### src/rtl/vx_core_req_bank_dispatch.sv
// Core request bank dispatch: routes per-lane core requests to cache banks.
// Lowest-index lane wins a contended bank; one registered request per bank.
module vx_core_req_bank_dispatch #(
    parameter int NUM_REQS       = 4,
    parameter int NUM_BANKS      = 4,
    parameter int WORD_SIZE      = 4,
    parameter int ADDR_WIDTH     = 30,
    parameter int CORE_TAG_WIDTH = 8,
    localparam int REQS_BITS       = (NUM_REQS > 1) ? $clog2(NUM_REQS) : 1,
    localparam int BANK_SEL_BITS   = $clog2(NUM_BANKS),
    localparam int BANK_ADDR_WIDTH = ADDR_WIDTH - BANK_SEL_BITS,
    localparam int DW              = 8 * WORD_SIZE
) (
    input  logic                                  clk,
    input  logic                                  reset,
    input  logic [NUM_REQS-1:0]                   core_req_valid,
    input  logic [NUM_REQS-1:0]                   core_req_rw,
    input  logic [NUM_REQS*WORD_SIZE-1:0]         core_req_byteen,
    input  logic [NUM_REQS*ADDR_WIDTH-1:0]        core_req_addr,
    input  logic [NUM_REQS*DW-1:0]                core_req_data,
    input  logic [NUM_REQS*CORE_TAG_WIDTH-1:0]    core_req_tag,
    output logic [NUM_REQS-1:0]                   core_req_ready,
    output logic [NUM_BANKS-1:0]                  per_bank_req_valid,
    output logic [NUM_BANKS-1:0]                  per_bank_req_rw,
    output logic [NUM_BANKS*WORD_SIZE-1:0]        per_bank_req_byteen,
    output logic [NUM_BANKS*BANK_ADDR_WIDTH-1:0]  per_bank_req_addr,
    output logic [NUM_BANKS*DW-1:0]               per_bank_req_data,
    output logic [NUM_BANKS*CORE_TAG_WIDTH-1:0]   per_bank_req_tag,
    output logic [NUM_BANKS*REQS_BITS-1:0]        per_bank_req_tid,
    input  logic [NUM_BANKS-1:0]                  per_bank_req_ready,
    output logic [15:0]                           perf_bank_stalls
);

    localparam int BSW = (BANK_SEL_BITS > 0) ? BANK_SEL_BITS : 1;

    logic [BSW-1:0]             lane_bank  [NUM_REQS];
    logic [BANK_ADDR_WIDTH-1:0] lane_baddr [NUM_REQS];

    logic [NUM_BANKS-1:0] bank_load;
    logic [NUM_BANKS-1:0] bank_hit;
    logic [NUM_BANKS-1:0] bank_grant;
    logic [REQS_BITS-1:0] bank_win [NUM_BANKS];
    logic [NUM_REQS-1:0]  lane_rdy;
    logic                 any_stall;

    logic [NUM_BANKS-1:0]                 valid_q, valid_d;
    logic [NUM_BANKS-1:0]                 rw_q, rw_d;
    logic [NUM_BANKS*WORD_SIZE-1:0]       byteen_q, byteen_d;
    logic [NUM_BANKS*BANK_ADDR_WIDTH-1:0] addr_q, addr_d;
    logic [NUM_BANKS*DW-1:0]              data_q, data_d;
    logic [NUM_BANKS*CORE_TAG_WIDTH-1:0]  tag_q, tag_d;
    logic [NUM_BANKS*REQS_BITS-1:0]       tid_q, tid_d;
    logic [15:0]                          stalls_q, stalls_d;

    // Split each lane's word address into bank select and bank-local address.
    for (genvar i = 0; i < NUM_REQS; i++) begin : g_lane
        if (NUM_BANKS == 1) begin : g_one
            assign lane_bank[i]  = '0;
            assign lane_baddr[i] = core_req_addr[i*ADDR_WIDTH +: ADDR_WIDTH];
        end else begin : g_multi
            assign lane_bank[i]  = core_req_addr[i*ADDR_WIDTH +: BANK_SEL_BITS];
            assign lane_baddr[i] =
                core_req_addr[i*ADDR_WIDTH+BANK_SEL_BITS +: BANK_ADDR_WIDTH];
        end
    end

    // Per-bank fixed-priority arbitration; scanning downward leaves the lowest lane.
    always_comb begin
        for (int b = 0; b < NUM_BANKS; b++) begin
            bank_load[b] = ~valid_q[b] | per_bank_req_ready[b];
            bank_hit[b]  = 1'b0;
            bank_win[b]  = '0;
            for (int i = NUM_REQS - 1; i >= 0; i--) begin
                if (core_req_valid[i] && (lane_bank[i] == BSW'(b))) begin
                    bank_hit[b] = 1'b1;
                    bank_win[b] = REQS_BITS'(i);
                end
            end
            bank_grant[b] = bank_hit[b] & bank_load[b];
        end
    end

    // A lane is accepted only if it is the winner of a bank that can load.
    always_comb begin
        for (int i = 0; i < NUM_REQS; i++) begin
            lane_rdy[i] = core_req_valid[i]
                        && bank_grant[lane_bank[i]]
                        && (bank_win[lane_bank[i]] == REQS_BITS'(i));
        end
        core_req_ready = lane_rdy & {NUM_REQS{reset}};
        any_stall      = |(core_req_valid & ~lane_rdy);
    end

    // Output stage next state; payload only moves on a winning capture.
    always_comb begin
        valid_d  = valid_q;
        rw_d     = rw_q;
        byteen_d = byteen_q;
        addr_d   = addr_q;
        data_d   = data_q;
        tag_d    = tag_q;
        tid_d    = tid_q;
        for (int b = 0; b < NUM_BANKS; b++) begin
            valid_d[b] = bank_grant[b] | (valid_q[b] & ~per_bank_req_ready[b]);
            if (bank_grant[b]) begin
                rw_d[b] = core_req_rw[bank_win[b]];
                byteen_d[b*WORD_SIZE +: WORD_SIZE] =
                    core_req_byteen[bank_win[b]*WORD_SIZE +: WORD_SIZE];
                addr_d[b*BANK_ADDR_WIDTH +: BANK_ADDR_WIDTH] =
                    lane_baddr[bank_win[b]];
                data_d[b*DW +: DW] = core_req_data[bank_win[b]*DW +: DW];
                tag_d[b*CORE_TAG_WIDTH +: CORE_TAG_WIDTH] =
                    core_req_tag[bank_win[b]*CORE_TAG_WIDTH +: CORE_TAG_WIDTH];
                tid_d[b*REQS_BITS +: REQS_BITS] = bank_win[b];
            end
        end
    end

    // Stall counter: one count per cycle with any waiting lane, saturating.
    always_comb begin
        stalls_d = stalls_q;
        if (any_stall && (stalls_q != 16'hFFFF)) begin
            stalls_d = stalls_q + 16'd1;
        end
    end

    // State registers; reset discards in-flight entries.
    always_ff @(posedge clk or negedge reset) begin
        if (!reset) begin
            valid_q  <= '0;
            rw_q     <= '0;
            byteen_q <= '0;
            addr_q   <= '0;
            data_q   <= '0;
            tag_q    <= '0;
            tid_q    <= '0;
            stalls_q <= '0;
        end else begin
            valid_q  <= valid_d;
            rw_q     <= rw_d;
            byteen_q <= byteen_d;
            addr_q   <= addr_d;
            data_q   <= data_d;
            tag_q    <= tag_d;
            tid_q    <= tid_d;
            stalls_q <= stalls_d;
        end
    end

    assign per_bank_req_valid  = valid_q;
    assign per_bank_req_rw     = rw_q;
    assign per_bank_req_byteen = byteen_q;
    assign per_bank_req_addr   = addr_q;
    assign per_bank_req_data   = data_q;
    assign per_bank_req_tag    = tag_q;
    assign per_bank_req_tid    = tid_q;
    assign perf_bank_stalls    = stalls_q;

endmodule
### config.mk
export PLATFORM = sky130hd
export DESIGN_NAME = vx_core_req_bank_dispatch
export DESIGN_NICKNAME = d
export VERILOG_FILES = /design/src/rtl/vx_core_req_bank_dispatch.sv
export SDC_FILE = /design/constraint.sdc
export NUM_CORES = 1
export LEC_CHECK = 0
export ABC_AREA = 1
export BUFFER_PORTS_ARGS = -buffer_cell sky130_fd_sc_hd__buf_2
export CAP_MARGIN = 40
export CORE_AREA = 8 8 238 240
export DETAILED_ROUTE_END_ITERATION = 8
export DIE_AREA = 0 0 246 248
export SETUP_SLACK_MARGIN = 0.05
export SKIP_CTS_REPAIR_TIMING = 1
export SYNTH_ARGS = -nofsm -noshare
export SYNTH_HDL_FRONTEND = slang
export SYNTH_SLANG_ARGS = --single-unit
### constraint.sdc
create_clock -name clk -period 3.44 [get_ports clk]
set_input_delay 0.516 -clock clk [delete_from_list [all_inputs] [get_ports clk]]
set_output_delay 0.516 -clock clk [all_outputs]
set_load 0.05 [all_outputs]
[Word-level counts from Yosys, hierarchy flattened]
Index checks and enable logic that the tools add are counted.
W data, S select, Z words.
Storage, ports and cells
  bits in registers: 320
  output and inout port bits: 324
  word-level logic and storage cells: 209
Operators by class
  $add $sub $neg: 1
  order comparisons: 16
  equality and inequality tests: 16
  shift operators: 12
  mux-type cells: 72
  bitwise gates (word level): 35
  reduce and logical (&&, ||, !) cells: 31
Operators with widths (count)
  $shiftx A128 B8 Y32: 4
  $bmux W28 S2: 4
  $mux W28: 8
  $shiftx A32 B6 Y8: 4
  $shiftx A16 B5 Y4: 4
  $mux W2: 24
  $logic_and A1 B1 Y1: 25
  $ge A3 B3 Y1 const B: 8
  $lt A2 B3 Y1 const B: 8
  $mux W1: 24
  $not A2 Y3: 8
  $eq A2 B2 Y1 const B: 10
  $add A16 B1 Y16 const B: 1
  $bmux W1 S2: 8
  $bmux W2 S2: 4
  $ne A16 B16 Y1 const B: 1
  $eq A2 B1 Y1 const B: 5
  $logic_not A2 Y1: 5
  $and A1 B1 Y1: 8
  $and A4 B4 Y4: 2
  $not A1 Y1: 8
  $or A1 B1 Y1: 8
  $not A4 Y4: 1
  $reduce_or A4 Y1: 1

[Logic depth before layout (Yosys ltp)]
  depth in word-level cells: 15
  depth in mapped cells: 18

[Worst setup path before layout]
No wires, ideal clock.
  path kind: input to output
  start point: input port core_req_addr[91]
  end point: output port core_req_ready[2]
  data arrival time: 2.608 ns
  required time: 2.924 ns
  setup slack: 0.316 ns
  stages: 9
  buffers on the path: 0
  path through: inv_1 nand3_1 nand2_1 inv_2 nor2_4 nand2_1 nand2_1 nand2_1 nor4_1
On the way
  word-level cells in the longest chain between the ends: 12
  elaborated cells between the ends (all ways): 53
  those cells by class: eq/ne (4); mux (37); bitwise (5); reduce/logical (7)
RTL lines
  from (decl): RTL line 19  | input logic [NUM_REQS*ADDR_WIDTH-1:0] core_req_addr,
  $eq A2 B2 Y1, or another cell as far along: RTL line 74  | if (core_req_valid[i] && (lane_bank[i] == BSW'(b))) begin
  $logic_and A1 B1 Y1: RTL line 74
  $mux W2 or $mux W1 (tied branches) (4 in series): RTL line 74
  $bmux W2 S2 or $and A1 B1 Y1 (tied branches): RTL line 88, 79
  $mux W2 (implied by the code) or $bmux W1 S2 (tied branches): RTL line 88, 87
  $mux W2 (implied by the code) or $mux W1 (tied branches): RTL line 88, 87
  $eq A2 B2 Y1 or $logic_and A1 B1 Y1 (tied branches): RTL line 88, 87
  $logic_and A1 B1 Y1 *: RTL line 88  | && (bank_win[lane_bank[i]] == REQS_BITS'(i));
  $and A4 B4 Y4 *: RTL line 90  | core_req_ready = lane_rdy & {NUM_REQS{reset}};
  to (decl): RTL line 22  | output logic [NUM_REQS-1:0] core_req_ready,
Every way passes the cells marked *; elsewhere a longest branch is shown, timed or not. The select of a mux whose other input is x is not followed.

[Worst setup path in the final report]
  start point: input port reset
  end point: output port core_req_ready[2]
On the way
  word-level cells in the longest chain between the ends: 1
RTL lines
  from (decl): RTL line 15  | input logic reset,
  $and A4 B4 Y4: RTL line 90
Every way passes these cells.

==> out/summary.txt <==
Clock Latency Late Sink = 0.57 ns
Layout Utilization = 46.81%
Critical Path AT = 2.35 ns
PwrDens = 712.0 nW/µm²
CP Class = primary input to output port
die area = 61010 µm²
outcome = finished, final reports clean
Detail Route Antenna Nets = 0
Num CTS Buffers = 40
Area Growth Syn to Fin = 26.52%
ratio of cells with drive above 1 in the final layout = 24.19%
CTS max path bufs = 3
largest net degree at the start of global routing = 123
worst hold margin = 0.2987 ns
Vias = 23410
die width = 246 µm
Layout Skew = 0.02558 ns
CP startpoint kind = primary input
endpoint class of the critical path = output port
combinational share of power = 44.3%
WP data required = 2.92 ns
Final Critical Period = 2.862 ns
peak supply drop = 0.3676 mV
slowest CP cell = dlygate4sd3_1
first-pass GRT wire length = 139900 µm
Final nets = 3540
largest incremental delay on the critical path = 0.56 ns
warnings from Yosys = 0
Reg power frac = 30.9%
period utilization = 83.18%
clk root buf = clkbuf_16
WHS Endpoint = per_bank_req_addr[43]$_DFFE_PN0N_
Slew @ Worst Pin = 0.8338 ns
reg-to-reg slack, setup = 0.70 ns
RSZ-0062 raised after global routing = false
Critical R2R Capture = perf_bank_stalls[9]$_DFFE_PN0P_
switching part of the total = 48.56%
Max-Cap Viols = 0
global route overflow = 0
CTS H-tree depth = 2
DR pass1 iterations = 6
critical-path cell list = dlygate4sd3_1 -> buf_8 -> inv_1 -> nor4_1 -> buf_2
internal power = 0.009098 W
Sink Count = 320
final slew viol count = 0
setup TNS = 0 ns
area leader, netlist = dfrtp_1
Min-Delay Path Depth = 3
worst min path class = primary input to register
DRC Markers = 0
Clk network pwr share = 24.8%
Netlist cell types = 31
Mapped Area = 19640 µm²
I/O pins = 634
CTS tree = built
NetSw = 0.008589 W
routed len/inst = 24.11 µm
register area share after synthesis = 40.78%
Rel. slew slack = 44.41%
Synth top area share = 40.78%
Post-Syn Nets = 3062
Max Clock Freq = 0.3495 GHz
vias in the first global route = 21990
die height = 248 µm
largest cells by area after synthesis = dfrtp_1, o21ai_0, a21oi_1
gpl congestion = 0.9295
Final Hold Viols = 0
Final Setup Violations = 0
WL final = 95690 µm
port buffer count = 633
drt initial violations = 2270
standard-cell row count = 85
Synth Register Bits = 320
core area = 53070 µm²
Reg clk slew, reported paths = 0.06 ns
R2R cell count = 9
starting density of the core = 37.00%
leak pwr = 10.96 nW
antenna violations before repair = 20
Post-Syn Area per Cell = 7.137 µm²
Crit Path Max Fanout = 23
synthesized instance count = 2751
dpl hpwl = 65820 µm
vias per cell = 5.900
GR Util All Layers = 29.61%
min-delay src = core_req_addr[47]
Worst R2R Start = perf_bank_stalls[0]$_DFFE_PN0P_
-- sequential cells by signal (all words and copies together), names as in the netlist --
name and flops:
per_bank_req_byteen 16, per_bank_req_tid 8, per_bank_req_valid 4, per_bank_req_data 128
per_bank_req_tag 32, per_bank_req_rw 4, perf_bank_stalls 16, per_bank_req_addr 112
-- placed cells by master, fill, tap and decap left out, drive strengths merged, types with 8 or more instances in the layout --
| cell | n |
|---|---|
| buf | 690 |
| o21ai | 593 |
| a21oi | 587 |
| dfrtp | 320 |
| nor2 | 316 |
| a31oi | 292 |
| inv | 189 |
| nand2 | 120 |
| clkbuf | 65 |
| nand3 | 42 |
| diode | 15 |
| xor2 | 9 |
| nand4 | 8 |
| clkinv | 8 |
-- logic make-up after synthesis --
kind of cell,after synthesis,share of synthesized area (%)
AOI/OAI and AO/OA,1473,39.48
DFF,320,40.78
adders and majority gates,1,0.06371
xor gates and xnor gates,13,0.5799
and+or+nand+nor,496,10.26
buffers and inverters,448,8.838
-- worst max-delay path by stage --
stage,slack (ns),from,endpoint,cells after the start
final,0.58,reset,core_req_ready[2],5
after floorplan,0.32,core_req_addr[91],core_req_ready[2],9
after CTS,0.70,perf_bank_stalls[0]$_DFFE_PN0P_,perf_bank_stalls[9]$_DFFE_PN0P_,9
after global placement,0.68,core_req_addr[1],per_bank_req_data[39]$_DFFE_PN0N_,10
after global routing,0.41,perf_bank_stalls[0]$_DFFE_PN0P_,perf_bank_stalls[3]$_DFFE_PN0P_,9
after detailed placement,0.64,core_req_addr[1],per_bank_req_data[63]$_DFFE_PN0N_,10
-- cells in the mapped netlist, drive strengths merged --
cell,number
inv,193
nand4,8
buf,94
o21ai,593
or2,1
dfrtp,320
ha,1
nor4,3
nor3,5
xnor2,4
xor2,9
nand2,120
clkbuf,161
nand3,42
a31oi,292
a21oi,587
o21bai,1
nor3b,1
nor2,316
-- layout make-up --
class | instances | area (µm²)
antenna | 15 | 37.54
clock buffer | 65 | 1287
clock inverter | 5 | 61.31
fill | 5462 | 28230
inverter | 193 | 747.0
multi-input combinational | 1983 | 9927
sequential | 320 | 8008
tap | 696 | 870.8
timing repair buffer | 691 | 3904
-- per-layer routing --
layer | wire, µm | track usage, % | part of all wire (%)
met1 | 37060 | 36.93 | 39
met2 | 44740 | 47.51 | 47
met3 | 9936 | 7.919 | 10
met4 | 3855 | 13.64 | 4.0
met5 | 103 | 0 | 0.11
-- worst max-delay path: cells and delay by family --
kind / cells / cell delay, ns
simple gates: 1 / 0.43
buf+inv: 4 / 1.37
-- stage by stage --
| step | instances | worst slack [ns] | power (W) | cell area (µm²) |
|---|---|---|---|---|
| 2_1_floorplan | 2751 | 0.3158 | 0.01073 | 19640 |
| 3_3_place_gp | 3881 | 0.6767 | 0.01325 | 23430 |
| 3_5_place_dp | 3882 | 0.6409 | 0.01333 | 23450 |
| 4_1_cts | 3952 | 0.7036 | 0.01773 | 24800 |
| 5_1_grt | 3964 | 0.4054 | 0.01841 | 24830 |
| 6_report | 3968 | 0.5785 | 0.01769 | 24840 |
-- power by group through the flow --
stage | Combinational, W | Sequential (W) | Clock (W)
6_report | 0.00784 | 0.00547 | 0.00438
5_1_grt | 0.00828 | 0.00555 | 0.00458
4_1_cts | 0.00784 | 0.00546 | 0.00444
2_1_floorplan | 0.00204 | 0.00869 | 0
3_3_place_gp | 0.00777 | 0.00549 | 0
3_5_place_dp | 0.00782 | 0.00551 | 0
Power figures use the tool's default switching activity.
